==> src/rtl/fir_pkg.sv <==
// fir_pkg: shared FSM state type and default sizing for the FIR controller.
package fir_pkg;
    localparam int DefTapCount  = 64;
    localparam int DefAddrWidth = 6;
    localparam int DefPipeDepth = 2;

    typedef enum logic [1:0] {IDLE, CALC, DRAIN, DONE} fir_state_t;
endpackage

==> src/rtl/tap_counter.sv <==
// tap_counter: loadable up-counter with clear and enable, wrapping after Last.
module tap_counter #(
    parameter int Width = 6,
    parameter int Last  = 63
) (
    input  logic             clk,
    input  logic             rst,
    input  logic             clr,
    input  logic             load,
    input  logic [Width-1:0] value,
    input  logic             en,
    output logic [Width-1:0] count,
    output logic             tc
);
    assign tc = count == Width'(Last);

    always_ff @(posedge clk or negedge rst)
        if (!rst) count <= '0;
        else if (clr) count <= '0;
        else if (load) count <= value;
        else if (en) count <= tc ? '0 : count + 1'b1;
endmodule

==> src/rtl/fir_controller.sv <==
// fir_controller: sequences one tap sweep plus pipeline drain per accepted sample.
module fir_controller
    import fir_pkg::*;
#(
    parameter int TapCount  = DefTapCount,
    parameter int AddrWidth = DefAddrWidth,
    parameter int PipeDepth = DefPipeDepth
) (
    input  logic                 clk,
    input  logic                 rst,
    input  logic                 din_valid,
    output logic                 ready,
    output logic                 shift,
    output logic                 flush,
    output logic [AddrWidth-1:0] address,
    output logic                 acc_en,
    output logic                 dout_valid
);
    localparam int DrainWidth = PipeDepth > 1 ? $clog2(PipeDepth) : 1;

    fir_state_t state, next;
    logic [DrainWidth-1:0] drain_cnt;
    logic addr_tc, drain_tc, accept, acc_next;

    // ready is low throughout reset, so it also gates accepts while rst=0
    assign accept = ready & din_valid;
    assign shift  = accept;
    assign flush  = accept;

    tap_counter #(.Width(AddrWidth), .Last(TapCount - 1)) u_addr (
        .clk(clk), .rst(rst), .clr(state != CALC), .load(1'b0), .value('0),
        .en(state == CALC), .count(address), .tc(addr_tc)
    );

    tap_counter #(.Width(DrainWidth), .Last(PipeDepth - 1)) u_drain (
        .clk(clk), .rst(rst), .clr(state != DRAIN), .load(1'b0), .value('0),
        .en(state == DRAIN), .count(drain_cnt), .tc(drain_tc)
    );

    always_comb begin
        next = state;
        unique case (state)
            IDLE:    next = accept ? CALC : IDLE;
            CALC:    next = addr_tc ? DRAIN : CALC;
            DRAIN:   next = drain_tc ? DONE : DRAIN;
            default: next = IDLE;
        endcase
        // accumulation stays open for the first PipeDepth-1 drain cycles
        acc_next = next == CALC || (next == DRAIN &&
                   (state == CALC ? PipeDepth > 1 : 32'(drain_cnt) + 1 < PipeDepth - 1));
    end

    always_ff @(posedge clk or negedge rst)
        if (!rst) begin
            state      <= IDLE;
            ready      <= 1'b0;
            acc_en     <= 1'b0;
            dout_valid <= 1'b0;
        end else begin
            state      <= next;
            ready      <= next == IDLE;
            acc_en     <= acc_next;
            dout_valid <= next == DONE;
        end
endmodule

==> config.mk <==
export PLATFORM = sky130hd
export DESIGN_NAME = fir_controller
export DESIGN_NICKNAME = d
export VERILOG_FILES = /design/src/rtl/fir_pkg.sv /design/src/rtl/tap_counter.sv /design/src/rtl/fir_controller.sv
export SDC_FILE = /design/constraint.sdc
export NUM_CORES = 1
export LEC_CHECK = 0
export ABC_AREA = 1
export ABC_CLOCK_PERIOD_IN_PS = 1000
export CELL_PAD_IN_SITES_DETAIL_PLACEMENT = 1
export CELL_PAD_IN_SITES_GLOBAL_PLACEMENT = 1
export CORE_MARGIN = 4
export CORE_UTILIZATION = 29
export CTS_CLUSTER_DIAMETER = 60
export DETAILED_ROUTE_END_ITERATION = 8
export GPL_ROUTABILITY_DRIVEN = 1
export PLACE_DENSITY_LB_ADDON = 0.3
export SLEW_MARGIN = 20
export SYNTH_ARGS = -nofsm -noshare
export SYNTH_HDL_FRONTEND = slang
export SYNTH_SLANG_ARGS = --single-unit
==> constraint.sdc <==
create_clock -name clk -period 1 [get_ports clk]
set_input_delay 0.1 -clock clk [delete_from_list [all_inputs] [get_ports clk]]
set_output_delay 0.1 -clock clk [all_outputs]
set_load 0.02 [all_outputs]
Word-level counts from Yosys, hierarchy flattened
Cells that the tools add are included.

storage, ports and cells
  bits of input ports = 3
  output and inout bits = 11
  bits in registers = 12
  logic and storage cells = 36

cells by class
  equality and inequality tests = 8
  reduce and logical (&&, ||, !) cells = 6
  multiplexer cells = 11
  $lt $le $gt $ge = 1
  add/subtract/negate cells = 3
  bitwise gates (word level) = 1

operators by type and width
  cell                   number
  $mux W6                3
  $add A6 B1 Y6 const B  1
  $eq A2 B2 Y1 const B   3
  $eq A6 B6 Y1 const B   1
  $mux W1                6
  $pmux W2 S3            1
  $eq A2 B1 Y1 const B   2
  $logic_not A2 Y1       2
  $reduce_bool A2 Y1     2
  $add A1 B1 Y2 const B  1
  $lt A2 B1 Y1 const B   1
  $mux W2                1
  $ne A2 B1 Y1 const B   1
  $ne A2 B2 Y1 const B   1
  $add A1 B1 Y1 const B  1
  $and A1 B1 Y1          1
  $logic_and A1 B1 Y1    1
  $logic_or A1 B1 Y1     1

Longest topological paths before layout
  word-level depth = 6
  gate-level depth with buffers = 6
  gate-level depth less buffers = 6

Cells and area by module
A second synthesis with hierarchy kept.

unflattened totals
  cells, all modules = 104
  area total of the unflattened synthesis = 723.2 µm²

by module, submodules not included
  module                 area each (µm²)  times used  cells an instance  sequential area each (µm²)
  tap_counter (u_addr)   426.7            1           66                 150.1
  fir_controller         229.0            1           28                 125.1
  tap_counter (u_drain)  67.6             1           10                 25.0

Worst setup path after synthesis
Ideal clock, no wire load.

  path kind = register to register
  start = register u_addr.count[0]
  end = register state[0]
  data arrival time = 1.098 ns
  required time = 0.876 ns
  library setup time = 0.124 ns
  cell stages (with the launch flop) = 7
  clock period less this slack = 1.222 ns
  slack = -0.222 ns
  buffers on the path = 0
  cells stage by stage = dfrtp_1 -> ha_1 -> nand3_2 -> nor2_2 -> nor2_2 -> inv_2 -> nand2_1

between the ends
  cells in the longest elaborated chain, start to end = 3

RTL lines
  item                    RTL line              source
  start, declared         tap_counter.sv:12     output logic [Width-1:0] count,
  start signal, assigned  tap_counter.sv:20     else if (load) count <= value;
  start signal, assigned  tap_counter.sv:21     else if (en) count <= tc ? '0 : count + 1'b1;
  $eq A6 B6 Y1            tap_counter.sv:15     assign tc = count == Width'(Last);
  $mux W2                 fir_controller.sv:44  CALC: next = addr_tc ? DRAIN : CALC;
  $pmux W2 S3             fir_controller.sv:42  unique case (state)
  net next[0]             fir_controller.sv:21  fir_state_t state, next;
  end signal, assigned    fir_controller.sv:60  state <= next;
  end, declared           fir_controller.sv:21

The timed path passes the listed nets, and every way through them passes these cells.
A chain may end at the register's enable or synchronous reset.

Final worst setup path
  start = register u_addr.count[0]
  end = register state[1]

Same word-level chain as after synthesis.

==> results.txt <==
The count of pins over their slew limit was 0. The tools report the total iterations of the first detailed-routing run as 1. Setup repair after global routing could not meet its margin everywhere. The run gives 2 as the maximum number of buffers from clock root to sink. The worst setup path is captured at a flip-flop.

The layout overhead on the synthesized area is 55.9%. The finished cells cover 792 um^2. The largest family of logic cells by synthesized area is simple AND/OR/NAND/NOR gates. For the post-synth net total, the log shows 58.

The total number of yosys warnings came out at 0. Count of maximum capacitance violations: 0. The routed design has 1.22 mm of wire. The die span in y is 49.9 um, and the area share of fa/ha/maj cells after synthesis is 0.0246. The setup-violating endpoint count in the final report was 9. Subtracting the final worst setup slack from the clock period gives 1.07 ns. The run gives 649 uW as the cell-internal power.

The flow ran to the end, but the final reports show violations. Yosys attributes the largest share of cell area to dfrtp_1 (59%), nand2_1 (6.7%), nor2_1 (6.7%), inv_1 (5.2%), nor2_2 (3.7%). The type of origin of the critical path is a flip-flop. The initial core utilization was 0.322; the latest clock arrival within the worst-skew pair was 0.27 ns. In this run the static leakage power is 0.000392 uW. The simple-gate share of the synthesized area works out to 0.222.

The class of the worst hold path was input port to asynchronous set/reset pin. The checks that failed: setup timing. The cell that appears most often on the critical path is nand2_2. The run gives 0.778 as the final estimated routing congestion in global placement. The area fraction in compound gates after synthesis is 0.0542.

The number of port buffers is 13. Counting flops and latches in the post-synthesis netlist gives 12. The largest driver fanout on the critical path was 4; the number of diodes was 0.

The worst relative slew slack was 0.880; the combinational group share of total power was 0.025. Count of unique library cells instantiated by Yosys: 15. The share of power burned in registers is 0.596, and the synthesized area divided by synthesized cell count is 9.41 um^2. The number of nets in the finished design was 87; the power per standard cell area was 1030 nW/um^2. The logs give 0.000439 ns for the final clock skew and 814 uW for the post-route total power.

The DRC violation total after the first TritonRoute iteration came out at 0. The run gives 12 as the number of clock sinks. The cell area that synthesis handed to floorplanning was 508 um^2. The number of antenna violations at the first check in global routing was 0.

The highest attainable clock frequency was 0.934 GHz. The xor and xnor fraction of the mapped netlist area was 0.0345; the share of post-route cells with drive strength above 1 was 0.512. The largest single stage delay on the critical path is 0.44 ns. The proportion of synthesized area in mux cells was 0; the clock-pin slew on the worst setup and hold paths was 0.07 ns. The data required time of the critical path is 1.17 ns. After detailed routing, the number of remaining DRC violations is 0. For the switching power of the nets, the log shows 165 uW.

The area of the core region was 1580 um^2. The global-route usage over all layers is 0.112. The CTS buffer count was 3. The number of global-route vias before repair came out at 448. The proportion of power drawn by the clock network is 0.380, and the transition at the pin with the smallest max-transition slack is 0.179 ns.

VDD sags by at most 519 uV. The ratio of final minimum period to clock period works out to 1.07. The die is 49.9 um wide.

Count of mapped cells out of synthesis: 54. Data on the critical path arrives at its endpoint at 1.24 ns. The worst setup path is of the flip-flop to flip-flop kind. Post-layout worst setup margin: -0.0704 ns. The largest area contributor in the synthesized netlist is dfrtp_1. The vias after detailed routing is 438, and the portion of synthesized cell area occupied by the leading cell type is 0.591. The die area was 2490 um^2.

For the cell area after placement, the log shows 748 um^2. The run gives 13 as the largest net degree at the start of global routing. The total overflow left after global routing is 0. 14 I/O pins were placed. The switching portion of total power was 0.203. The tools report the HPWL reported at the end of detailed placement as 889 um. The row count came out at 14. The final antenna-violating net count is 0.

Among all stages on the critical path, the largest delay is contributed by dfrtp_2. The core utilization of the finished layout was 0.502. The run gives 0 as the total count of hold-check failures in the final report.

The H-tree depth came out at 1. The sequential share of the synthesized area was 0.591; the routed wire length per instance was 12.5 um. Dividing the detail-routed via count by the number of cells gives 4.47. TritonCTS built the clock tree. The root buffer cell was clkbuf_4. The tools report the global-route wire length before repair as 2.07 mm. The signal on the critical path passes through ha_4 > nand3_4 > nor2_4 > buf_4 > nand2_2 > nand2_2.
## critical path, delay by kind of cell, from the launching register on
kind | cells | cell delay [ns]
buffers and inverters | 1 | 0.13
adder cells (fa/ha/maj) | 1 | 0.18
flip-flops | 1 | 0.44
AND/OR/NAND/NOR | 4 | 0.21
## placed cells by master, fill, tap and decap left out, types with 2 or more instances in the layout
cell / count
nor2_2: 2
nand3_1: 2
clkbuf_4: 3
nor2_1: 8
inv_2: 2
dfrtp_1: 10
a21oi_1: 2
clkdlybuf4s50_1: 2
buf_2: 8
dfrtp_2: 2
buf_4: 11
nor2_4: 2
inv_1: 6
nand2_2: 4
buf_6: 4
xor2_1: 2
nand2_1: 6
## per-layer routing
| metal | track usage | wire length [um] |
|---|---|---|
| met3 | 0.0572 | 74 |
| met2 | 0.181 | 594 |
| met5 | 0 | 0 |
| met1 | 0.131 | 554 |
| met4 | 0.0276 | 0 |
## synthesized netlist by cell type (all sizes together)
master  number
a21oi        3
buf          1
dfrtp       12
ha           1
inv          8
nand2       10
nand3        3
nor2        12
o211ai       1
o21ai        1
xor2         2
## stage by stage
stage / hold WS [ns] / setup WS [ns] / instances / setup TNS, ns
after floorplan: -0.196 / -0.101 / 54 / -0.411
after global placement: 0.420 / -0.386 / 93 / -1.52
after detailed placement: 0.422 / -0.441 / 93 / -1.85
after CTS: 0.125 / -0.0995 / 99 / -0.500
after global routing: 0.141 / -0.127 / 98 / -0.940
final: 0.127 / -0.0704 / 98 / -0.398
## flip-flops by register name, indices dropped and copies added, names as in the netlist
signal,cells
ready,1
u_addr.count,6
dout_valid,1
state,2
u_drain.count,1
acc_en,1
## layout make-up
cell class                 count  area [um^2]
fill                         202          785
sequential                    12          303
multi-input combinational     33          225
timing repair buffer          25          188
inverter                       8         30.0
clock buffer                   4         26.3
tap                           16         20.0
## power groups by stage
stage / Clock [uW] / Sequential [uW] / Combinational (uW)
2_1_floorplan: 0 / 495 / 0.0445
3_3_place_gp: 0 / 494 / 20.4
3_5_place_dp: 0 / 494 / 21.1
4_1_cts: 327 / 485 / 21.1
5_1_grt: 354 / 485 / 23.5
6_report: 309 / 485 / 20.2
## path summary, 6_finish.rpt
| kind | startpoint | end | slack [ns] | cells past startpoint |
|---|---|---|---|---|
| max in group asynchronous | rst | u_addr.count[0]$_DFF_PN0_ | 0.71 | 2 |
| worst max register to register | u_addr.count[0]$_DFF_PN0_ | state[1]$_DFF_PN0_ | -0.07 | 6 |
| worst min-delay path | rst | u_drain.count$_DFF_PN0_ | 0.13 | 2 |
| worst min register to register | u_addr.count[0]$_DFF_PN0_ | u_addr.count[0]$_DFF_PN0_ | 0.48 | 1 |
| min in group clk | u_addr.count[0]$_DFF_PN0_ | u_addr.count[0]$_DFF_PN0_ | 0.48 | 1 |
| worst max-delay path | u_addr.count[0]$_DFF_PN0_ | state[1]$_DFF_PN0_ | -0.07 | 6 |
## cells by family after synthesis
family	Yosys count
xor+xnor	2
fa+ha+maj	1
simple gates	25
buf+inv	9
compound gates	5
flops	12
## what timing repair did
action | 4_1_cts | 5_1_grt
hold buffers | 0 | 0
pin swaps | 8 | 7
buffers inserted | 2 | 0
gates resized for setup | 50 | 13
setup endpoints to repair | 17 | 14
Power figures use the tool's default switching activity.
